## src/rtl/hex_display_driver.sv

```systemverilog
// ---------------------------------------------------------------------------
// hex_display_driver
//
// Purpose:
//   This is the display stage that follows the RPN calculator core.
//   A one-cycle load strobe captures an 8-bit result. The value can be
//   read as unsigned or as two's complement, and an error flag can be
//   captured with it. The magnitude becomes three BCD digits through a
//   double-dabble engine that handles one bit per clock. The six
//   active-low seven-segment outputs then show one of two things:
//     - the number, with an optional minus sign and leading-zero
//       blanking, or
//     - the "Error" banner.
//
// Ports:
//   clk          in   system clock, rising-edge active
//   rst_n        in   asynchronous active-low reset
//   load         in   one-cycle capture strobe (honoured only while ready)
//   value[7:0]   in   number to display
//   signed_mode  in   1: value is two's complement, 0: unsigned
//   err_in       in   1: show "Error" instead of the value
//   ready        out  idle and able to accept a load
//   done         out  one-cycle pulse right after the HEX outputs update
//   HEX0..HEX5   out  active-low segments {g,f,e,d,c,b,a}, HEX0 rightmost
// ---------------------------------------------------------------------------
module hex_display_driver (
  input  logic       clk,
  input  logic       rst_n,
  input  logic       load,
  input  logic [7:0] value,
  input  logic       signed_mode,
  input  logic       err_in,
  output logic       ready,
  output logic       done,
  output logic [6:0] HEX0,
  output logic [6:0] HEX1,
  output logic [6:0] HEX2,
  output logic [6:0] HEX3,
  output logic [6:0] HEX4,
  output logic [6:0] HEX5
);

  localparam logic [6:0] SEG_OFF  = 7'b1111111;
  localparam logic [6:0] SEG_DASH = 7'b0111111;
  localparam logic [6:0] SEG_E    = 7'b0000110;
  localparam logic [6:0] SEG_R    = 7'b0101111;
  localparam logic [6:0] SEG_O    = 7'b0100011;

  typedef enum logic [1:0] {
    S_IDLE    = 2'd0,
    S_CONVERT = 2'd1,
    S_UPDATE  = 2'd2
  } state_t;

  state_t          state_q, state_d;
  logic [3:0]      cnt_q, cnt_d;
  logic [11:0]     bcd_q, bcd_d;
  logic [7:0]      mag_q, mag_d;
  logic            neg_q, neg_d;
  logic            err_q, err_d;
  logic            done_q, done_d;
  logic [5:0][6:0] hex_q, hex_d;

  // Active-low seven-segment pattern for one decimal digit.
  function automatic logic [6:0] seg7(input logic [3:0] d);
    logic [6:0] s;
    case (d)
      4'd0:    s = 7'b1000000;
      4'd1:    s = 7'b1111001;
      4'd2:    s = 7'b0100100;
      4'd3:    s = 7'b0110000;
      4'd4:    s = 7'b0011001;
      4'd5:    s = 7'b0010010;
      4'd6:    s = 7'b0000010;
      4'd7:    s = 7'b1111000;
      4'd8:    s = 7'b0000000;
      4'd9:    s = 7'b0011000;
      default: s = SEG_OFF;
    endcase
    return s;
  endfunction

  // Adds 3 to every BCD nibble that is >= 5, then shifts the combined
  // {bcd, mag} register left by one bit. Doing the adjustment first keeps
  // every nibble at 9 or below after the shift.
  function automatic logic [19:0] dabble_step(input logic [11:0] bcd,
                                               input logic [7:0]  mag);
    logic [11:0] adj;
    logic [19:0] sh;
    for (int i = 0; i < 3; i++) begin
      adj[i*4 +: 4] = (bcd[i*4 +: 4] >= 4'd5) ? bcd[i*4 +: 4] + 4'd3
                                              : bcd[i*4 +: 4];
    end
    sh = {adj, mag};
    return {sh[18:0], 1'b0};
  endfunction

  // Builds the full six-digit frame {HEX5 .. HEX0}.
  function automatic logic [41:0] format_frame(input logic        err,
                                               input logic        neg,
                                               input logic [11:0] bcd);
    logic [6:0] h5, h4, h3, h2, h1, h0;
    if (err) begin
      h5 = SEG_OFF;
      h4 = SEG_E;
      h3 = SEG_R;
      h2 = SEG_R;
      h1 = SEG_O;
      h0 = SEG_R;
    end else begin
      h5 = SEG_OFF;
      h4 = SEG_OFF;
      h3 = neg ? SEG_DASH : SEG_OFF;
      h2 = (bcd[11:8] == 4'd0) ? SEG_OFF : seg7(bcd[11:8]);
      // Tens blank only when hundreds is blank too (e.g. 105 keeps its 0).
      h1 = (bcd[11:4] == 8'd0) ? SEG_OFF : seg7(bcd[7:4]);
      h0 = seg7(bcd[3:0]);
    end
    return {h5, h4, h3, h2, h1, h0};
  endfunction

  always_comb begin
    state_d = state_q;
    cnt_d   = cnt_q;
    bcd_d   = bcd_q;
    mag_d   = mag_q;
    neg_d   = neg_q;
    err_d   = err_q;
    hex_d   = hex_q;
    done_d  = 1'b0;

    case (state_q)
      S_IDLE: begin
        if (load) begin
          neg_d   = signed_mode & value[7];
          // Negating -128 wraps to 8'h80, which is the required magnitude 128.
          mag_d   = (signed_mode & value[7]) ? (~value) + 8'd1 : value;
          err_d   = err_in;
          bcd_d   = 12'd0;
          cnt_d   = 4'd0;
          state_d = S_CONVERT;
        end
      end

      S_CONVERT: begin
        {bcd_d, mag_d} = dabble_step(bcd_q, mag_q);
        cnt_d          = cnt_q + 4'd1;
        if (cnt_q == 4'd7) begin
          state_d = S_UPDATE;
        end
      end

      S_UPDATE: begin
        hex_d   = format_frame(err_q, neg_q, bcd_q);
        done_d  = 1'b1;
        state_d = S_IDLE;
      end

      default: begin
        state_d = S_IDLE;
      end
    endcase
  end

  always_ff @(posedge clk or negedge rst_n) begin
    if (!rst_n) begin
      state_q <= S_IDLE;
      cnt_q   <= 4'd0;
      bcd_q   <= 12'd0;
      mag_q   <= 8'd0;
      neg_q   <= 1'b0;
      err_q   <= 1'b0;
      done_q  <= 1'b0;
      hex_q   <= {6{SEG_OFF}};
    end else begin
      state_q <= state_d;
      cnt_q   <= cnt_d;
      bcd_q   <= bcd_d;
      mag_q   <= mag_d;
      neg_q   <= neg_d;
      err_q   <= err_d;
      done_q  <= done_d;
      hex_q   <= hex_d;
    end
  end

  assign ready = (state_q == S_IDLE);
  assign done  = done_q;
  assign HEX0  = hex_q[0];
  assign HEX1  = hex_q[1];
  assign HEX2  = hex_q[2];
  assign HEX3  = hex_q[3];
  assign HEX4  = hex_q[4];
  assign HEX5  = hex_q[5];

endmodule
```

## config.mk

```make
export PLATFORM = sky130hd
export DESIGN_NAME = hex_display_driver
export DESIGN_NICKNAME = d
export VERILOG_FILES = /design/src/rtl/hex_display_driver.sv
export SDC_FILE = /design/constraint.sdc
export NUM_CORES = 1
export LEC_CHECK = 0
export ABC_AREA = 1
export CAP_MARGIN = 20
export CORE_AREA = 5 5 98 100
export DETAILED_ROUTE_END_ITERATION = 6
export DIE_AREA = 0 0 103 105
export GPL_TIMING_DRIVEN = 1
export PLACE_DENSITY = 0.67
export SETUP_SLACK_MARGIN = 0.4
export SLEW_MARGIN = 20
export SYNTH_ARGS = -nofsm -noshare
export SYNTH_HDL_FRONTEND = slang
export SYNTH_SLANG_ARGS = --single-unit
```

## constraint.sdc

```tcl
create_clock -name clk -period 1.44 [get_ports clk]
set_clock_uncertainty 0.15 [all_clocks]
set_input_delay 0.144 -clock clk [delete_from_list [all_inputs] [get_ports clk]]
set_output_delay 0.144 -clock clk [all_outputs]
set_load 0.05 [all_outputs]
```

# Word level (Yosys, flattened, before mapping)
# Memories as Yosys holds them, arrays and structs flattened.
# Index checks and enable logic that the tools add are counted.
dict set report op_classes {
  add_sub_neg 5
  multipliers 0
  div_mod_pow 0
  n_lt_le_gt_ge 3
  eq_ne 5
  shift 0
  n_mux 22
  n_bitwise 2
  reduce_logical 7
}
# cell n
set ops {}
lappend ops {{7-bit 2-to-1 mux} 8}
lappend ops {{12-bit case mux with 2 select lines} 1}
lappend ops {{8-bit 2-to-1 mux} 2}
lappend ops {{8-bit case mux with 2 select lines} 1}
lappend ops {{4-bit by 3-bit greater-or-equal comparator with 1-bit output (second input constant)} 3}
lappend ops {{12-bit 2-to-1 mux} 1}
lappend ops {{4-bit 2-to-1 mux} 3}
lappend ops {{4-bit by 2-bit adder with 4-bit output (second input constant)} 2}
lappend ops {{8-bit by 1-bit adder with 8-bit output (second input constant)} 1}
lappend ops {{8-bit zero test} 1}
lappend ops {{8-bit NOT} 1}
lappend ops {{4-bit case mux with 2 select lines} 1}
lappend ops {{2-bit AND reduction} 3}
lappend ops {{4-bit by 1-bit adder with 4-bit output (second input constant)} 1}
lappend ops {{4-bit by 3-bit equality test with 1-bit output (second input constant)} 1}
lappend ops {{4-bit zero test} 1}
lappend ops {{2-bit 2-to-1 mux} 2}
lappend ops {{2-bit inequality test (second input constant)} 2}
lappend ops {{2-bit case mux with 2 select lines} 1}
lappend ops {{3-bit by 2-bit adder with 3-bit output (second input constant)} 1}
lappend ops {{3-bit 2-to-1 mux} 1}
lappend ops {{2-bit by 1-bit equality test with 1-bit output (second input constant)} 1}
lappend ops {{2-bit equality test (second input constant)} 1}
lappend ops {{2-bit zero test} 1}
lappend ops {{3 further kinds} 3}
dict set report totals {
  reg_bits 64
  latch_bits 0
  mem_bits_rw 0
  rom_bits 336
  memories 3
}
# memory depth width rd rd_ports_with_merged_regs write_ports line_no
set mem_list {}
lappend mem_list {{(no name shown)} 16 7 1 0 0 67} ;# case (d)
lappend mem_list {{(no name shown)} 16 7 1 0 0 67}
lappend mem_list {{(no name shown)} 16 7 1 0 0 67}

# Logic depth before layout (Yosys ltp)
dict set report logic_depth {
  word_depth 5
  ltp_mapped 8
  mapped_depth_nobuf 8
}

# Least setup slack after synthesis
# OpenSTA, ideal clock, no wires.
dict set report synth_path {
  kind {register to register}
  startpoint {register state_q[0]}
  endpoint {register mag_q[1]}
  t_arrival_ns 1.533
  t_required_ns 1.160
  slack_ns -0.373
  stages_incl_launch_ff 8
  path_buffers 1
  synth_period_minus_slack_ns 1.813
  cell_sequence {dfrtp_1 nor2_2 nand2_4 nand2_8 inv_4 buf_6 nand2_1 nand3_1}
}
dict set report synth_via {
  elab_chain_len 3
}
# element line_no
set synth_rtl {}
lappend synth_rtl {{start, declared} 55} ;# state_t state_q, state_d;
lappend synth_rtl {{start signal, assigned} 176} ;# state_q <= state_d;
lappend synth_rtl {{2-bit zero test (*)} n/a}
lappend synth_rtl {{named net ready} 33} ;# output logic ready,
lappend synth_rtl {{2-bit inequality test (no source line) / 2-bit nonzero test (equally long branches)} n/a}
lappend synth_rtl {{2-bit AND reduction (no source line)} n/a}
lappend synth_rtl {{end signal, assigned} 179} ;# mag_q <= mag_d;
lappend synth_rtl {{end, declared} 58} ;# logic [7:0] mag_q, mag_d;
# Mark *: on every way through the listed nets, which the timed path passes. The rest lies on a longest branch.
# A chain may end at the register's enable or synchronous reset.

# Final worst setup path
dict set report layout_path {
  startpoint {register bcd_q[5]}
  endpoint {register bcd_q[6]}
}
dict set report layout_via {
  elab_chain_len 3
}
# element line_no
set layout_rtl {}
lappend layout_rtl {{start, declared} 57} ;# logic [11:0] bcd_q, bcd_d;
lappend layout_rtl {{start signal, assigned} 169} ;# bcd_q <= 12'd0;
lappend layout_rtl {{start signal, assigned} 178} ;# bcd_q <= bcd_d;
lappend layout_rtl {{4-bit by 2-bit adder with 4-bit output / 4-bit by 3-bit greater-or-equal comparator with 1-bit output (equally long branches)} 91} ;# adj[i*4 +: 4] = (bcd[i*4 +: 4] >= 4'd5) ? bcd[i*4 +: 4] + 4'd3
lappend layout_rtl {{4-bit 2-to-1 mux (*)} 91}
lappend layout_rtl {{12-bit case mux with 2 select lines (*)} 132} ;# case (state_q)
# Mark *: on every way between the ends. The rest lies on a longest branch, timed or not.

==> qor.csv <==
metric;value;unit
setup_violations;12;
clock_latency;310;ps
grt_max_degree;53;
start_util;37.1;%
final_area;5500;um^2
htree_num_levels;2;
ys_ff_latch;52;
slew_viol_final;0;
tritoncts;done;
async_flop_share;100;%
startpoint_type;flop;
cts_buffers;5;
layout_common_cells;nand2_1 (88), buf_12 (34), buf_4 (33);
viasPerCell;4.95;
clock_sinks;52;
synth.distinct_cells;30;
synth_mux_area_share;0;%
clockRootBuffer;clkbuf_8;
cellPowerDensity;2450;nW/um^2
dp_worst_setup_slack;-75.9;ps
crit_required;1530;ps
cts.path.max_buffers;2;
ant_nets;0;
synth-main-ff-cell;dfrtp_1;
place_area;4380;um^2
max_freq;637;MHz
seq_area;1350;um^2
fp-row-count;34;
antenna_found_initial;0;
synth_top_family_by_area;simple AND/OR/NAND/NOR gates;
nFillCells;634;
layout.nets;554;
die-width;103;um
synth-xor-area-share;0.275;%
track_usage;15.6;%
drt_iter0_markers;165;
wl_per_cell;14.7;um
peakVddDrop;0.000835;V
worstSetupPathType;reg -> reg;
io_buffer_count;42;
critPathMaxFanout;3;
avgSynthCellArea;7.64;um^2
synthSimpleGateAreaFrac;28.9;%
antenna_cells;0;
mappedNetlistArea;3190;um^2
status;finished with violations;
gp_congestion;0.873;
synth_cells;417;
layout_commonest_cell;nand2_1;
drc;0;
drive_gt1_share;55.9;%
coreArea;8590;um^2
die_h;105;um
synth_edf_count;0;
hold_viol_final;0;
violations;negative setup slack;
grt_remaining_overflow;0;
p_leak;2.46;nW
dp_hpwl;5220;um
maxCapViolCount;0;
post-route-util;64.0;%
ys_seq_area_share;41.7;%
hold_path_class;in -> async;
dr_total_vias;3117;
totalWireLength;9250;um
period_share;109;%
multi_input_area;2270;um^2
setup_tns;-691;ps
arrival;1660;ps
ys_warn_count;0;
worst_slack;-130;ps
clkTransAtPathRegs;100;ps
rsz0062_at_grt;true;
synthAdderAreaFrac;7.85;%
period_needed;1570;ps
dieArea;10800;um^2
synth_compound_gate_area_share;9.50;%
area_growth;72.7;%
io_pins;57;
setup.worst_path.end_class;flop;
grt_pass1_vias;3049;
drtPass1Iterations;4;
grt_pass1_wl;13900;um
## registers in the layout, summed over array words and instances, names as in the netlist
| signal | count |
|---|---|
| HEX2 | 7 |
| mag_q | 8 |
| bcd_q | 12 |
| state_q | 2 |
| HEX0 | 7 |
| cnt_q | 4 |
| err_q | 1 |
| neg_q | 1 |
| done | 1 |
| HEX3 | 2 |
| HEX1 | 7 |
## synthesized netlist by cell type, types with 2 or more instances
master   instances  area share [%]
nor2_1          36             4.2
o21ai_0         32             5.0
o21ai_1          2            0.31
nor2_2           5            0.98
buf_2            5            0.79
ha_1            20             7.9
dfstp_2         23              19
o22ai_1          4            0.79
nand3_1         42             6.6
a21oi_1         17             2.7
buf_4           21             4.9
nor2_4           3             1.1
or2_2            3            0.59
inv_2            5            0.59
inv_1           39             4.6
nand2_1        117              14
dfrtp_1         29              23
nor3_1           2            0.31
## through the flow
step                      instances  total power [mW]  hold slack (ps)
after global placement          585              9.47             6.86
after CTS                       615              12.1              204
final                           630              13.5              186
after global routing            630              14.2              226
after detailed placement        585              9.60             12.0
after floorplan                 430              7.27             -302
## cell families (layout without fill, tap and decap cells)
group / count (synthesis) / in the layout
and+or+nand+nor: 212 / 212
buffers and inverters: 73 / 165
AOI/OAI and AO/OA: 58 / 58
DFF: 52 / 52
adders and majority gates: 20 / 20
other: 1 / 14
xor gates and xnor gates: 1 / 1
## per-layer routing
metal	up-vias	wire [um]	GRT usage (%)
met5	-	0	0
met4	0	171	5.74
met3	12	415	2.40
met2	94	4990	26.9
met1	1500	3680	19.2
li1	1511	-	-
## final cells by class
| cell class | instances | share of cell area [%] |
|---|---|---|
| Timing Repair inverter | 1 | 0.205 |
| Clock buffer | 6 | 1.50 |
| Sequential cell | 52 | 24.5 |
| Inverter | 46 | 3.98 |
| Multi-Input combinational cell | 305 | 41.3 |
| Timing Repair Buffer | 110 | 25.9 |
| Tap cell | 108 | 2.46 |
| Clock inverter | 2 | 0.273 |
## repair_timing
item / CTS / global route
hold endpoints to repair: 52 / 0
endpoints found under the setup margin: 81 / 82
gates resized for setup: 145 / 62
buffers inserted: 19 / 15
pin swaps: 73 / 42
cloned: 2 / 0
hold buffers: 1 / 0
## power by group
part / internal [mW] / leakage, nW / total (mW) / switching, mW
sequential: 2.24 / 0.591 / 3.08 / 0.832
combinational: 4.36 / 1.83 / 9.49 / 5.14
clock: 0.390 / 0.0434 / 0.901 / 0.510
total: 6.99 / 2.46 / 13.5 / 6.48
## final timing paths
check	from	end	slack (ps)	cells past startpoint
max in group asynchronous	rst_n	HEX2[3]	650	3
hold reg to reg	neg_q	HEX3[6]	340	1
min in group clk	err_in	err_q	240	3
hold / removal	rst_n	state_q[1]	190	3
setup reg to reg	bcd_q[5]	bcd_q[6]	-130	8
setup / recovery	bcd_q[5]	bcd_q[6]	-130	8
## worst max-delay path: stages, from the launching register on
cell	delay [ps]
dfrtp_1	400
inv_2	130
ha_4	200
inv_4	50
a21oi_4	190
nand2_2	100
nand2_1	90
nand3_1	100
nand2_1	80
Power figures use the tool's default switching activity.
